--- config.mk ---
export PLATFORM = sky130hd
export DESIGN_NAME = sig_capture
export DESIGN_NICKNAME = d
export VERILOG_FILES = /design/src/rtl/capture_pkg.sv /design/src/rtl/sig_capture_sync_edge.sv /design/src/rtl/sig_capture.sv
export SDC_FILE = /design/constraint.sdc
export NUM_CORES = 1
export LEC_CHECK = 0
export ABC_CLOCK_PERIOD_IN_PS = 5000
export BUFFER_PORTS_ARGS = -buffer_cell sky130_fd_sc_hd__clkbuf_2
export CORE_ASPECT_RATIO = 1.75
export CORE_MARGIN = 3
export CORE_UTILIZATION = 51
export CTS_BUF_LIST = sky130_fd_sc_hd__clkbuf_8 sky130_fd_sc_hd__clkbuf_16
export DETAILED_ROUTE_END_ITERATION = 6
export PLACE_DENSITY = 0.71
export RECOVER_POWER = 50
export SLEW_MARGIN = 20
export SYNTH_ARGS = -nofsm -noshare
export SYNTH_HDL_FRONTEND = slang
export SYNTH_SLANG_ARGS = --single-unit
--- constraint.sdc ---
create_clock -name clk -period 5 [get_ports clk]
set_clock_uncertainty 0.1 [all_clocks]
set_input_delay 0.5 -clock clk [delete_from_list [all_inputs] [get_ports clk]]
set_output_delay 0.5 -clock clk [all_outputs]
set_load 0.05 [all_outputs]
--- src/rtl/capture_pkg.sv ---
// Shared encodings for the trigger/capture debug blocks.
// Latency: n/a (types and constants only).
// Backpressure: n/a.
package capture_pkg;

  // Trigger edge selection as driven on the trig_mode pins.
  typedef enum logic [1:0] {
    MODE_RISE = 2'b00,
    MODE_FALL = 2'b01,
    MODE_BOTH = 2'b10,
    MODE_OFF  = 2'b11
  } trig_mode_t;

  // Capture controller states.
  typedef enum logic [1:0] {
    IDLE    = 2'd0,
    ARMED   = 2'd1,
    CAPTURE = 2'd2,
    DONE    = 2'd3
  } cap_state_t;

endpackage

--- src/rtl/sig_capture_sync_edge.sv ---
// Synchronises an asynchronous 1-bit input and flags the mode-selected edge.
// Latency: an input toggle shows up on hit after the 2nd clk edge, consumed at the 3rd.
// Backpressure: none; hit is a single-cycle level per edge.
//
// Ports: clk, rst_n (async active-low), async_in (unsynchronised source),
//        mode (trig_mode encoding), hit (one cycle per selected edge).
module sync_edge
  import capture_pkg::*;
(
  input  logic       clk,
  input  logic       rst_n,
  input  logic       async_in,
  input  logic [1:0] mode,
  output logic       hit
);

  logic s1, s2, s3;
  logic rise, fall;

  // s1/s2 form the synchroniser; s3 is history for edge detection.
  always_ff @(posedge clk or negedge rst_n) begin
    if (!rst_n) begin
      s1 <= 1'b0;
      s2 <= 1'b0;
      s3 <= 1'b0;
    end else begin
      s1 <= async_in;
      s2 <= s1;
      s3 <= s2;
    end
  end

  assign rise = s2 & ~s3;
  assign fall = ~s2 & s3;

  always_comb begin
    hit = 1'b0;
    case (trig_mode_t'(mode))
      MODE_RISE: hit = rise;
      MODE_FALL: hit = fall;
      MODE_BOTH: hit = rise | fall;
      default:   hit = 1'b0;
    endcase
  end

endmodule

--- src/rtl/sig_capture.sv ---
// Trigger-qualified capture of a data stream into a DEPTH-word buffer with readout.
// Latency: capture starts 3 clk edges after a trig_in toggle; rd_data is 1 clk after rd_addr.
// Backpressure: none; the stream is sampled every clk, arm/abort are single-cycle pulses.
//
// Ports: clk, rst_n (async active-low); trig_in, data_in (asynchronous sources);
//        trig_mode (edge select), arm/abort (control pulses); rd_addr -> rd_data (readout);
//        armed/busy/done (state flags), trig_count (saturating qualifying-edge count).
module sig_capture
  import capture_pkg::*;
#(
  parameter int DW    = 4,
  parameter int DEPTH = 16,
  parameter int AW    = 4,
  parameter int CW    = 8
) (
  input  logic          clk,
  input  logic          rst_n,
  input  logic          trig_in,
  input  logic [DW-1:0] data_in,
  input  logic [1:0]    trig_mode,
  input  logic          arm,
  input  logic          abort,
  input  logic [AW-1:0] rd_addr,
  output logic [DW-1:0] rd_data,
  output logic          armed,
  output logic          busy,
  output logic          done,
  output logic [CW-1:0] trig_count
);

  logic          hit;
  logic [DW-1:0] d1, d2, d3;
  cap_state_t    state, state_nxt;
  logic [AW-1:0] wptr, wptr_nxt;
  logic [AW-1:0] wr_addr;
  logic          wr_en;
  logic          cnt_clr, cnt_inc;
  logic [DW-1:0] mem [DEPTH];

  sync_edge u_sync_edge (
    .clk      (clk),
    .rst_n    (rst_n),
    .async_in (trig_in),
    .mode     (trig_mode),
    .hit      (hit)
  );

  always_comb begin
    state_nxt = state;
    wptr_nxt  = wptr;
    wr_addr   = wptr;
    wr_en     = 1'b0;
    cnt_clr   = 1'b0;
    cnt_inc   = 1'b0;
    if (abort) begin
      // Abort beats everything, including a same-cycle arm or hit.
      state_nxt = IDLE;
    end else begin
      case (state)
        IDLE, DONE: begin
          if (arm) begin
            state_nxt = ARMED;
            wptr_nxt  = '0;
            cnt_clr   = 1'b1;
          end
        end
        ARMED: begin
          if (hit) begin
            state_nxt = CAPTURE;
            wr_en     = 1'b1;
            wr_addr   = '0;
            wptr_nxt  = AW'(1);
            cnt_inc   = 1'b1;
          end
        end
        CAPTURE: begin
          wr_en = 1'b1;
          // Pointer parks on the last address instead of wrapping.
          if (wptr == AW'(DEPTH - 1)) state_nxt = DONE;
          else                        wptr_nxt  = wptr + AW'(1);
        end
        default: state_nxt = IDLE;
      endcase
    end
  end

  always_ff @(posedge clk or negedge rst_n) begin
    if (!rst_n) begin
      state      <= IDLE;
      wptr       <= '0;
      armed      <= 1'b0;
      busy       <= 1'b0;
      done       <= 1'b0;
      trig_count <= '0;
      rd_data    <= '0;
      d1         <= '0;
      d2         <= '0;
      d3         <= '0;
    end else begin
      // Three data stages so the stored word lines up with the trigger pipeline.
      d1         <= data_in;
      d2         <= d1;
      d3         <= d2;
      state      <= state_nxt;
      wptr       <= wptr_nxt;
      // Flags decoded from next state so they are clean flop outputs.
      armed      <= (state_nxt == ARMED);
      busy       <= (state_nxt == CAPTURE);
      done       <= (state_nxt == DONE);
      rd_data    <= mem[rd_addr];
      if (cnt_clr)                          trig_count <= '0;
      else if (cnt_inc && trig_count != '1) trig_count <= trig_count + CW'(1);
    end
  end

  // Buffer has no reset; a same-cycle read sees the pre-write word.
  always_ff @(posedge clk) begin
    if (wr_en) mem[wr_addr] <= d3;
  end

endmodule
# Word level (Yosys, flattened, before mapping)
# Memories as Yosys holds them, arrays and structs flattened. A register that Yosys moved wholly into a read port is not among the register bits.
# Index checks and enable logic that the tools add are counted.
# W data, S select, Z words.
[totals] wordCells=66 ram_bits=64 out_inout_bits=15 n_memories=1 regBits=32 in_bits=15
[mem_list] memory="mem" words=16 width=4 read_ports=1 rd_ports_with_merged_regs=1 wr=1 line="sig_capture.sv:38" source="logic [DW-1:0] mem [DEPTH];"
[classes] addsub=2 mux=25 reduce_logical=7 n_eq_ne=13 bitwise=6
[op_table] op="$mux W4" count=6
[op_table] op="$mux W8" count=2
[op_table] op="$pmux W4 S3" count=1
[op_table] op="$eq A2 B2 Y1 const B" count=5
[op_table] op="$mux W1" count=9
[op_table] op="$add A8 B1 Y8 const B" count=1
[op_table] op="$mux W2" count=4
[op_table] op="$ne A8 B8 Y1 const B" count=1
[op_table] op="$eq A2 B1 Y1 const B" count=3
[op_table] op="$ne A2 B2 Y1 const B" count=3
[op_table] op="$pmux W2 S3" count=1
[op_table] op="$add A4 B1 Y4 const B" count=1
[op_table] op="$eq A4 B4 Y1 const B" count=1
[op_table] op="$logic_not A2 Y1" count=2
[op_table] op="$reduce_and A4 Y1" count=1
[op_table] op="$not A1 Y1" count=3
[op_table] op="$pmux W1 S3" count=1
[op_table] op="$and A1 B1 Y1" count=2
[op_table] op="$pmux W1 S2" count=1
[op_table] op="$reduce_bool A2 Y1" count=1
[op_table] op="$reduce_or A2 Y1" count=1
[op_table] op="$logic_and A1 B1 Y1" count=1
[op_table] op="$logic_not A1 Y1" count=1
[op_table] op="$or A1 B1 Y1" count=1

# Longest topological paths before layout
[logic_depth] ltp_word=10 depth_mapped=7 ltp_nobuf=6

# Cells and area by module
# Synthesis repeated with hierarchy kept, for this count alone.
[unflattened] cells_unflattened=251 area_unflattened_um2=4012.6
[by_module_without_submodules] module="sig_capture" cells_each=241 area_each_um2=3882.5 seq_area_each_um2=2747.6 instances=1
[by_module_without_submodules] module="sync_edge" cells_each=10 area_each_um2=130.1 seq_area_each_um2=75.1 instances=1

# Least setup slack after synthesis
# OpenSTA, ideal clock, no wires.
[synth_path] path_type="reg-to-reg" start="register state[0]" end="memory mem[13][0], enable pin" slack_ns=2.451 stages_incl_launch_ff=8 period_less_slack_ns=2.549 arrival_time_ns=2.070 path_buffers=1 cell_sequence="dfrtp_1 inv_1 ha_1 clkbuf_1 nand2b_1 a311oi_2 nand3_1 nor4b_1"
[synth_via] elab_chain_cells=5
[synth_rtl] element="from (decl)" line="sig_capture.sv:33" source="cap_state_t state, state_nxt;"
[synth_rtl] element="from (signal assigned)" line="sig_capture.sv:104" source="state <= state_nxt;"
[synth_rtl] element="$eq A2 B2 Y1 / $eq A2 B1 Y1 (equally long branches)" line="sig_capture.sv:59" source="case (state)"
[synth_rtl] element="$pmux W1 S2" line="sig_capture.sv:59"
[synth_rtl] element="$mux W1" line="sig_capture.sv:55" source="if (abort) begin"
[synth_rtl] element="$mux W1" line="sig_capture.sv:118" source="if (wr_en) mem[wr_addr] <= d3;"
[synth_rtl] element="$mux W1 (not written as such)" line="sig_capture.sv:118"
[synth_rtl] element="to (decl)" line="sig_capture.sv:38"
# Several ways; a longest one is shown, not always the timed one.

# Worst setup path in the final report
[layout_path] start="register state[0]" end="memory mem[13][2], enable pin"
# The elaborated chain is that of the path after synthesis.

==> impl_results.md <==
* Ant. Diodes at 0
* Total Wirelength at 7.56 mm
* Count of pins over their slew limit at 37
* Die Width at 74.2 microns
* I/O pins at 30
* Row count at 42
* Placer Congestion at 0.854
* Post-synthesis sequential area ratio at 68.0%
* Initial antenna violation count at 0
* Fin crit share at 55.8%
* Final setup vio count at 0
* Non-filler cells in the finished layout at 393
* Reg-to-reg endpoint: mem[13][2]$_DFFE_PP_
* Critical path data required time at 4860 ps
* Post-route cell area at 4660 sq um
* Vias in the first global route at 2536
* Number of detailed-route iterations in the first pass at 5
* Top_reg_cell synth: edfxtp_1
* Die Height at 125 microns
* Worst Hold Launch: data_in[3]
* CTS tree: done
* Post-route ant nets at 0
* Clock sink total at 100
* Final hold vios at 0
* RR Startpoint: state[0]$_DFF_PN0_
* Overall Global Routing Usage at 18.3%
* Crit Path Max Fanout at 8
* Max cap viols at 1
* Setup Crit Path Kind: flip-flop to flip-flop
* Hold Path Sink: d1[3]$_DFF_PN0_
* FF-to-FF path depth at 6
* Pwr Density at 395 nW/um^2
* Met2 Usage GRT at 33.1%
* Hold Path Depth at 1
* RSZ-0062 raised after global routing: false
* Nets at 322
* Crit path launch type: flip-flop
* Clock latency on the worst-skew pair at 340 ps
* DRC at 0
* Layout cells sized above 1 at 21.0%
* Worst-Margin Slew at 1950 ps
* H-tree depth at 3
* Area Overhead vs Synth at 12.2%
* Status: complete, but fails checks
* Slew HR at -30.2%
* Flop-to-flop setup slack at 2210 ps
* Post-CTS Setup Inserts at 0
* TritonCTS Buffers at 9
* Yosys cell types at 44
* Failing checks: max-capacitance violations, max-slew violations
* Wire per inst at 19.2 microns
* First-pass GRT wire length at 12.5 mm
* Slack of the critical path at 2210 ps
* Cell Area, Placed at 4360 sq um
* Pleak at 1.75 nW
* Hpwl dp at 5.43 mm
* Residual overflow from global routing at 0
* Gates resized, CTS repair at 0
* Most Crowded Layer GR: met2
* Number of synthesis warnings at 0
* Cells after Synth at 270
* M3 GR Usage at 4.74%
* Die area at 9300 sq um
* Starting DRT DRC Count at 190
* Place WS at 2230 ps
* Worst min-delay path class: primary input to flip-flop
* DP Cell Count at 377
* Clock root buffer: clkbuf_16
* Flops & latches, synth at 100
* Port bufs at 29
* Initial Utilization at 53.7%
* Syn Std Cell Area at 4150 sq um
* Net Count, Synth at 292
* Clk buf depth at 2
* Setup TNS at 0 ps
* Fmax achieved at 359 MHz
* Drt via density at 6.02
* Hold-fix buffers, CTS at 0
* Core Area at 7720 sq um
* Worst Path Arrival at 2650 ps
* Mean Syn Cell Area at 15.4 sq um
* WHS at 163 ps
* CTS clk-pin slew, worst paths at 70 ps
* Tmin final at 2790 ps
* EDFF count, synth at 64
* Maximum number of pins on one net before global-route repair at 37
* CP Capture Type: flip-flop
* Ys async rst share at 36.0%
* Max VDD drop at 0.332 mV
* Total number of vias at 2364
* Grt met1 use at 19.2%
## state kept, by name, indices dropped and copies added (netlist names)
register and flops:
busy 1, rd_data 4, wptr 4, armed 1, d3 4, done 1, d2 4, u_sync_edge.s1 1
mem 64, u_sync_edge.s2 1, d1 4, trig_count 8, state 2, u_sync_edge.s3 1
## power breakdown
group	switching (mW)	internal [mW]
combinational	0.158	0.0745
sequential	0.0272	0.908
clock	0.300	0.374
total	0.485	1.36
## cells by family after synthesis
group	synth area share (%)
flip-flops	68.0
AND/OR/NAND/NOR	11.6
AO/OA/AOI/OAI	6.51
multiplexers	9.92
buffers and inverters	1.87
adder cells (fa/ha/maj)	2.11
## how the worst max path moves through the flow
stage | slack (ps) | depth (start not counted) | end | start
floorplan | 2450 | 7 | mem[13][0]$_DFFE_PP_ | state[0]$_DFF_PN0_
global placement | 2310 | 6 | mem[13][0]$_DFFE_PP_ | state[0]$_DFF_PN0_
detailed placement | 2230 | 6 | mem[13][2]$_DFFE_PP_ | state[0]$_DFF_PN0_
CTS | 2200 | 6 | mem[13][2]$_DFFE_PP_ | state[0]$_DFF_PN0_
global route | 1920 | 6 | mem[13][2]$_DFFE_PP_ | state[0]$_DFF_PN0_
finish | 2210 | 6 | mem[13][2]$_DFFE_PP_ | state[0]$_DFF_PN0_
## cells in the mapped netlist, drive strengths merged, types with 4 or more instances
| library cell | number | share of area [%] |
|---|---|---|
| nor2b | 5 | 0.75 |
| nand3 | 6 | 0.72 |
| nor2 | 21 | 1.9 |
| nand2 | 15 | 1.4 |
| clkbuf | 6 | 0.54 |
| nor3 | 5 | 0.60 |
| a22oi | 8 | 1.4 |
| and3 | 4 | 0.60 |
| buf | 4 | 0.60 |
| ha | 7 | 2.1 |
| a31oi | 4 | 0.60 |
| edfxtp | 64 | 46 |
| mux2i | 4 | 0.96 |
| mux4 | 16 | 8.7 |
| and2 | 4 | 0.60 |
| nand2b | 10 | 1.5 |
| inv | 8 | 0.72 |
| o31ai | 5 | 0.90 |
| dfrtp | 36 | 22 |
## cell usage in the layout (no fill, tap or decap), drive strengths merged, types with 3 or more instances in the layout
master  Yosys  layout
nor2       21      21
edfxtp     64      64
inv         8      11
nand2b     10      10
mux2i       4       4
clkbuf      6      39
nor3        5       5
nor4b       3       3
a211oi      3       3
a22oi       8       8
mux4       16      16
nand3       6       6
dfrtp      36      36
and2        4       4
nor2b       5       5
nand3b      3       3
nand2      15      15
o31ai       5       5
ha          7       7
a31oi       4       4
and3        4       4
a21oi       3       3
or4         3       3
## area by class of cell
cell class / instances / area, sq um
flip-flops and latches: 100 / 2820
inverters: 8 / 30.0
multi-input cells: 152 / 1250
clock inverters: 6 / 51.3
fillers: 587 / 3070
clock buffers: 10 / 250
well taps: 88 / 110
repair buffers: 29 / 144
## metal layers
metal  part of all wire [%]  wire length (microns)
met1                     35                   2670
met3                    4.0                    299
met5                      0                      0
met2                     58                   4370
met4                    3.0                    224
## worst max-delay path, cell delays in order (launching register included)
cell and delay (ps):
dfrtp_1 400, inv_1 90, ha_1 390, nand2b_1 250, a311oi_2 310, nand3_1 150
nor4b_1 710
## per-stage QoR
| step | power [mW] | util, % |
|---|---|---|
| 2_1_floorplan | 1.12 | - |
| 3_3_place_gp | 1.18 | 56.4 |
| 4_1_cts | 1.86 | 60.3 |
| 5_1_grt | 1.92 | 60.3 |
| 6_report | 1.84 | 60.3 |
| 3_5_place_dp | 1.19 | 56.4 |
No activity file was read; power rests on OpenSTA's default activity.
